==> src/rtl/sensor_hub_pkg.sv <==
// Shared constants for the sensor hub: ASCII message bytes and the formatter FSM state encoding.
// Also holds the BCD-nibble to ASCII digit helper.
package sensor_hub_pkg;

  localparam logic [7:0] ASCII_PLUS  = 8'h2B;
  localparam logic [7:0] ASCII_MINUS = 8'h2D;
  localparam logic [7:0] ASCII_ZERO  = 8'h30;
  localparam logic [7:0] ASCII_CR    = 8'h0D;
  localparam logic [7:0] ASCII_LF    = 8'h0A;

  localparam int unsigned STATE_W = 3;
  typedef logic [STATE_W-1:0] state_t;

  localparam state_t ST_IDLE      = 3'd0;
  localparam state_t ST_CONV      = 3'd1;
  localparam state_t ST_LOAD      = 3'd2;
  localparam state_t ST_WAIT_ACK  = 3'd3;
  localparam state_t ST_WAIT_DONE = 3'd4;

  function automatic logic [7:0] bcd_to_ascii(input logic [3:0] d);
    return ASCII_ZERO + {4'h0, d};
  endfunction

endpackage

==> src/rtl/bin2bcd8.sv <==
// 8-bit binary to 3-digit BCD, shift-and-add-3, one shift per cycle; done_o flags the cycle of the 8th shift.
// A start_i pulse reloads the converter; outputs hold their value until the next start_i.
module bin2bcd8 (
  input  logic       clk,
  input  logic       rst_n,
  input  logic       start_i,
  input  logic [7:0] bin_i,
  output logic       done_o,
  output logic [3:0] hund_o,
  output logic [3:0] tens_o,
  output logic [3:0] ones_o
);

  // {hundreds, tens, ones, binary}; the binary part shifts out the top into the BCD digits
  logic [19:0] sr_q, sr_d, adj;
  logic [2:0]  cnt_q, cnt_d;
  logic        busy_q, busy_d;

  always_comb begin
    adj = sr_q;
    if (adj[11:8] >= 4'd5)  adj[11:8]  = adj[11:8]  + 4'd3;
    if (adj[15:12] >= 4'd5) adj[15:12] = adj[15:12] + 4'd3;
    if (adj[19:16] >= 4'd5) adj[19:16] = adj[19:16] + 4'd3;
  end

  always_comb begin
    sr_d   = sr_q;
    cnt_d  = cnt_q;
    busy_d = busy_q;
    if (start_i) begin
      sr_d   = {12'h000, bin_i};
      cnt_d  = 3'd0;
      busy_d = 1'b1;
    end else if (busy_q) begin
      sr_d  = {adj[18:0], 1'b0};
      cnt_d = cnt_q + 3'd1;
      if (cnt_q == 3'd7) busy_d = 1'b0;
    end
  end

  always_ff @(posedge clk) begin
    if (!rst_n) begin
      sr_q   <= '0;
      cnt_q  <= '0;
      busy_q <= 1'b0;
    end else begin
      sr_q   <= sr_d;
      cnt_q  <= cnt_d;
      busy_q <= busy_d;
    end
  end

  assign done_o = busy_q && (cnt_q == 3'd7);
  assign hund_o = sr_q[19:16];
  assign tens_o = sr_q[15:12];
  assign ones_o = sr_q[11:8];

endmodule

==> src/rtl/temp_ascii_formatter.sv <==
// Formats a signed temperature sample as "T+ddd\r\n" bytes for a UART; first tx_start 10 cycles after accept.
// Samples arriving while not ready are dropped and counted; a UART that never goes busy aborts the message.
module temp_ascii_formatter
  import sensor_hub_pkg::*;
#(
  parameter logic [7:0]  PREFIX      = 8'h54,
  parameter bit          CRLF        = 1'b1,
  parameter int unsigned ACK_TIMEOUT = 4
) (
  input  logic       clk,
  input  logic       rst_n,
  input  logic       temp_valid,
  input  logic [7:0] temp_data,
  output logic       ready,
  output logic       tx_start,
  output logic [7:0] tx_data,
  input  logic       tx_busy,
  output logic [7:0] drop_cnt,
  output logic       ack_err
);

  localparam int unsigned TO_W     = $clog2(ACK_TIMEOUT + 1);
  localparam logic [2:0]  LAST_IDX = CRLF ? 3'd6 : 3'd5;

  state_t          state_q, state_d;
  logic            sign_q, sign_d;
  logic [7:0]      mag_q, mag_d;
  logic [2:0]      idx_q, idx_d;
  logic [TO_W-1:0] to_q, to_d;
  logic [7:0]      tx_data_q, tx_data_d;
  logic [7:0]      drop_q, drop_d;
  logic            ack_err_q, ack_err_d;
  logic            start_q, start_d;

  logic            accept;
  logic            bcd_done;
  logic [3:0]      hund, tens, ones;
  logic [2:0]      sel;
  logic [7:0]      sel_byte;

  assign ready  = rst_n && (state_q == ST_IDLE);
  assign accept = temp_valid && ready;

  bin2bcd8 u_bcd (
    .clk     (clk),
    .rst_n   (rst_n),
    .start_i (start_q),
    .bin_i   (mag_q),
    .done_o  (bcd_done),
    .hund_o  (hund),
    .tens_o  (tens),
    .ones_o  (ones)
  );

  // Index of the byte about to be loaded: 0 on leaving CONV, next index on leaving WAIT_DONE
  assign sel = (state_q == ST_WAIT_DONE) ? idx_q + 3'd1 : 3'd0;

  always_comb begin
    sel_byte = ASCII_LF;
    case (sel)
      3'd0:    sel_byte = PREFIX;
      3'd1:    sel_byte = sign_q ? ASCII_MINUS : ASCII_PLUS;
      3'd2:    sel_byte = bcd_to_ascii(hund);
      3'd3:    sel_byte = bcd_to_ascii(tens);
      3'd4:    sel_byte = bcd_to_ascii(ones);
      3'd5:    sel_byte = CRLF ? ASCII_CR : ASCII_LF;
      default: sel_byte = ASCII_LF;
    endcase
  end

  always_comb begin
    state_d   = state_q;
    sign_d    = sign_q;
    mag_d     = mag_q;
    idx_d     = idx_q;
    to_d      = to_q;
    tx_data_d = tx_data_q;
    ack_err_d = ack_err_q;
    start_d   = 1'b0;
    drop_d    = drop_q;
    if (temp_valid && !ready && (drop_q != 8'hFF)) drop_d = drop_q + 8'd1;

    case (state_q)
      ST_IDLE: begin
        if (accept) begin
          sign_d  = temp_data[7];
          mag_d   = temp_data[7] ? (~temp_data + 8'd1) : temp_data;
          idx_d   = 3'd0;
          start_d = 1'b1;
          state_d = ST_CONV;
        end
      end
      ST_CONV: begin
        if (bcd_done) begin
          tx_data_d = sel_byte;
          state_d   = ST_LOAD;
        end
      end
      ST_LOAD: begin
        to_d    = '0;
        state_d = ST_WAIT_ACK;
      end
      ST_WAIT_ACK: begin
        if (tx_busy) begin
          state_d = ST_WAIT_DONE;
        end else if (to_q == TO_W'(ACK_TIMEOUT - 1)) begin
          ack_err_d = 1'b1;
          state_d   = ST_IDLE;
        end else begin
          to_d = to_q + 1'b1;
        end
      end
      ST_WAIT_DONE: begin
        if (!tx_busy) begin
          if (idx_q == LAST_IDX) begin
            state_d = ST_IDLE;
          end else begin
            idx_d     = idx_q + 3'd1;
            tx_data_d = sel_byte;
            state_d   = ST_LOAD;
          end
        end
      end
      default: state_d = ST_IDLE;
    endcase
  end

  always_ff @(posedge clk) begin
    if (!rst_n) begin
      state_q   <= ST_IDLE;
      sign_q    <= 1'b0;
      mag_q     <= '0;
      idx_q     <= '0;
      to_q      <= '0;
      tx_data_q <= '0;
      drop_q    <= '0;
      ack_err_q <= 1'b0;
      start_q   <= 1'b0;
    end else begin
      state_q   <= state_d;
      sign_q    <= sign_d;
      mag_q     <= mag_d;
      idx_q     <= idx_d;
      to_q      <= to_d;
      tx_data_q <= tx_data_d;
      drop_q    <= drop_d;
      ack_err_q <= ack_err_d;
      start_q   <= start_d;
    end
  end

  assign tx_start = (state_q == ST_LOAD);
  assign tx_data  = tx_data_q;
  assign drop_cnt = drop_q;
  assign ack_err  = ack_err_q;

endmodule

==> config.mk <==
export PLATFORM = sky130hd
export DESIGN_NAME = temp_ascii_formatter
export DESIGN_NICKNAME = d
export VERILOG_FILES = /design/src/rtl/sensor_hub_pkg.sv /design/src/rtl/bin2bcd8.sv /design/src/rtl/temp_ascii_formatter.sv
export SDC_FILE = /design/constraint.sdc
export NUM_CORES = 1
export LEC_CHECK = 0
export BUFFER_PORTS_ARGS = -buffer_cell sky130_fd_sc_hd__buf_2
export CORE_UTILIZATION = 50
export CTS_CLUSTER_DIAMETER = 50
export DETAILED_ROUTE_END_ITERATION = 12
export GPL_ROUTABILITY_DRIVEN = 1
export MAX_ROUTING_LAYER = met4
export PLACE_DENSITY = 0.67
export SETUP_SLACK_MARGIN = 0.05
export SYNTH_ARGS = -nofsm -noshare
export SYNTH_HDL_FRONTEND = slang
export SYNTH_SLANG_ARGS = --single-unit
==> constraint.sdc <==
create_clock -name clk -period 2.3 [get_ports clk]
set_clock_uncertainty 0.05 [all_clocks]
set_input_delay 0.345 -clock clk [delete_from_list [all_inputs] [get_ports clk]]
set_output_delay 0.345 -clock clk [all_outputs]
set_load 0.01 [all_outputs]
==> results by group <==
Run status
  – Status: finished clean

Logic synthesis
  – Commonest cells post-synth: 59 x dfxtp_1, 50 x nor2_1, 29 x a21oi_1, 25 x nand2_1, 20 x mux2i_1
  – Area leader, netlist: dfxtp_1
  – Mapped Area: 0.00305 sq mm
  – Yosys warning count: 0
  – Async S/R FF share, synth: 0
  – Ys flop type: dfxtp_1
  – Syn Inst Count: 360
  – Synth unique cells: 51
  – Syn avg cell area: 8.47 sq um
  – Cell with the most instances after synthesis: dfxtp_1
  – Syn nets: 386
  – Synth top area share: 0.387
  – Synthesized flop and latch total: 59
  – Post-synth EDFFs: 0
  – Sequential fraction of the synthesis area: 0.387
  – Synth area leaders: dfxtp_1 39%, mux2i_1 6.6%, nor2_1 6.2%

Finish
  – Finished Layout Cells: 466
  – Area grow syn2layout: 12.0%
  – Post-Layout Inst Area: 0.00342 sq mm
  – Share of post-route cells with drive strength above 1: 0.156
  – FILL cells: 545
  – Antenna Cells: 0
  – Fin nets: 412

Route
  – Final wirelength: 5.88 mm
  – Vias/cell: 5.40
  – DRC viols: 0
  – Wirelength per Cell: 12.6 um
  – Via Count: 2515
  – Final ANT Viol Nets: 0
  – Initial DRC Count: 164
  – First drt pass iteration count: 6

Floorplan
  – Starting Density: 0.518
  – Die Height: 80.1 um
  – DIE AREA: 0.00642 sq mm
  – Width of the chip: 80.1 um
  – FP Rows: 28
  – CORE AREA: 0.00589 sq mm
  – Io pins: 31

Setup path
  – Crit path depth: 7
  – Startpoint types: flop
  – CP max FO: 5
  – Worst path slowest cell: dfxtp_1
  – Worst setup EP type: flop
  – CP cell instances: inv_1, ha_1, a21oi_1, a22oi_1, nor3_1, o21ai_0, a32o_1
  – Worst EP arrival: 2120 ps
  – Kind of critical path: reg2reg
  – FF-to-FF path depth: 7
  – CP Buf/Inv Count: 1
  – Delay-heaviest family, CP: compound AO/OA/AOI/OAI gates
  – Worst Path Required: 2480 ps
  – Largest stage delay, worst path: 400 ps

Timing
  – Tcrit/Tclk final: 0.842
  – Setup TNS: 0 ps
  – Final Hold Vio Count: 0
  – Pins Over Slew Limit: 0
  – Worst-Margin Slew: 630 ps
  – Fin crit period: 1940 ps
  – RSZ-0062 raised after global routing: no
  – Worst slew margin: 0.580
  – # setup viols final: 0
  – FMAX: 0.517 GHz

Placed design
  – Placed cell count: 450
  – Area after DPL: 0.00322 sq mm
  – Placer congestion estimate: 0.824
  – DP HPWL: 4.25 mm
  – Port Buffers: 29

Global routing
  – First-pass GRT wire length: 9.92 mm
  – Largest net degree at the start of global routing: 23
  – Remaining Overflow, GRT: 0
  – Vias in the first global route: 2262
  – Antenna violations before repair: 0
  – Overall Global Routing Usage: 0.206

Power and ir drop
  – Cell leakage power: 0.00139 uW
  – Maximum vdd drop: 438 uV
  – Pwr/cell area: 633 mW/mm^2

CTS
  – CTS HTree Levels: 3
  – Clock tree from TritonCTS: built
  – Clock insertion delay at the later pin of the skew report: 340 ps
  – CTS Buffer Depth: 2
  – PostCTS Resize Cnt: 0
  – CTS sink cnt: 59
  – Root Driver: clkbuf_8
  – CTS Buf Count: 9
  – CTS clk-pin slew, worst paths: 70 ps
  – Post-CTS setup buffer count: 0
  – Hold buffers post-CTS: 0

Run
  – MaxCap Viol Count: 0

Min path
  – Hold Crit Class: in2reg
  – Hold Path Cell Cnt: 3
[area by class of cell]
| cell class | instances | area [sq um] | share of cell area |
|---|---|---|---|
| tap | 75 | 93.8 | 0.0275 |
| inverter | 14 | 52.6 | 0.0154 |
| multi-input combinational | 266 | 1700 | 0.497 |
| timing repair buffer | 36 | 198 | 0.0579 |
| sequential | 59 | 1180 | 0.346 |
| clock inverter | 7 | 68.8 | 0.0201 |
| clock buffer | 9 | 124 | 0.0363 |
[worst register-to-register path, stage by stage, from the launching register on]
cell,delay (ps)
dfxtp_1,400
inv_1,110
ha_1,230
a21oi_1,210
a22oi_1,100
nor3_1,320
o21ai_0,150
a32o_1,270
[state kept, by name (all words and copies together) (netlist names)]
signal	cells
u_bcd.sr_q	20
drop_cnt	8
mag_q	8
tx_data	7
idx_q	3
state_q	3
to_q	3
u_bcd.cnt_q	3
ack_err	1
sign_q	1
start_q	1
u_bcd.busy_q	1
[stage by stage]
step                setup slack [ps]  utilization  total power [uW]  hold WS (ps)
floorplan                        615            -              1230           382
detailed placement               370        0.548              1280           403
global placement                 471        0.548              1280           394
CTS                              362        0.581              2200           223
finish                           364        0.581              2160           242
global route                     226        0.581              2260           250
[kinds of logic (layout without fill, tap and decap cells)]
logic type               Yosys count  after routing  share of synthesized area
AO/OA/AOI/OAI                     80             80                      0.163
XOR/XNOR                          17             17                     0.0513
adder cells (fa/ha/maj)           14             14                     0.0574
buffers and inverters             35             66                     0.0558
flip-flops                        59             59                      0.387
multiplexers                      20             20                     0.0656
other                              1              1                    0.00123
AND/OR/NAND/NOR                  134            134                      0.219
[per-layer routing]
layer / wire [um] / vias up / GRT usage
met5: 0 / - / -
met4: 78 / 0 / 0.0768
met3: 209 / 8 / 0.0705
met2: 2720 / 37 / 0.331
met1: 2870 / 1157 / 0.239
li1: - / 1313 / -
[power breakdown]
| part | switching (uW) | internal [uW] |
|---|---|---|
| sequential | 31.7 | 1050 |
| combinational | 104 | 72.7 |
| clock | 412 | 495 |
| total | 547 | 1620 |
[worst paths after layout]
path,from,endpoint,slack (ps)
setup / recovery,idx_q[0],idx_q[2],360
hold reg to reg,mag_q[2],mag_q[2],410
hold / removal,tx_busy,state_q[2],240
setup reg to reg,idx_q[0],idx_q[2],360
[layout by cell type (no fill, tap or decap), types with 12 or more instances in the layout]
cell      n
nand3_1  19
ha_1     14
mux2i_1  20
nand2_1  25
inv_1    12
o21ai_0  15
a21oi_1  29
buf_2    29
nor2_1   50
dfxtp_1  59
Note: power is estimated with default switching activity, not from simulation.
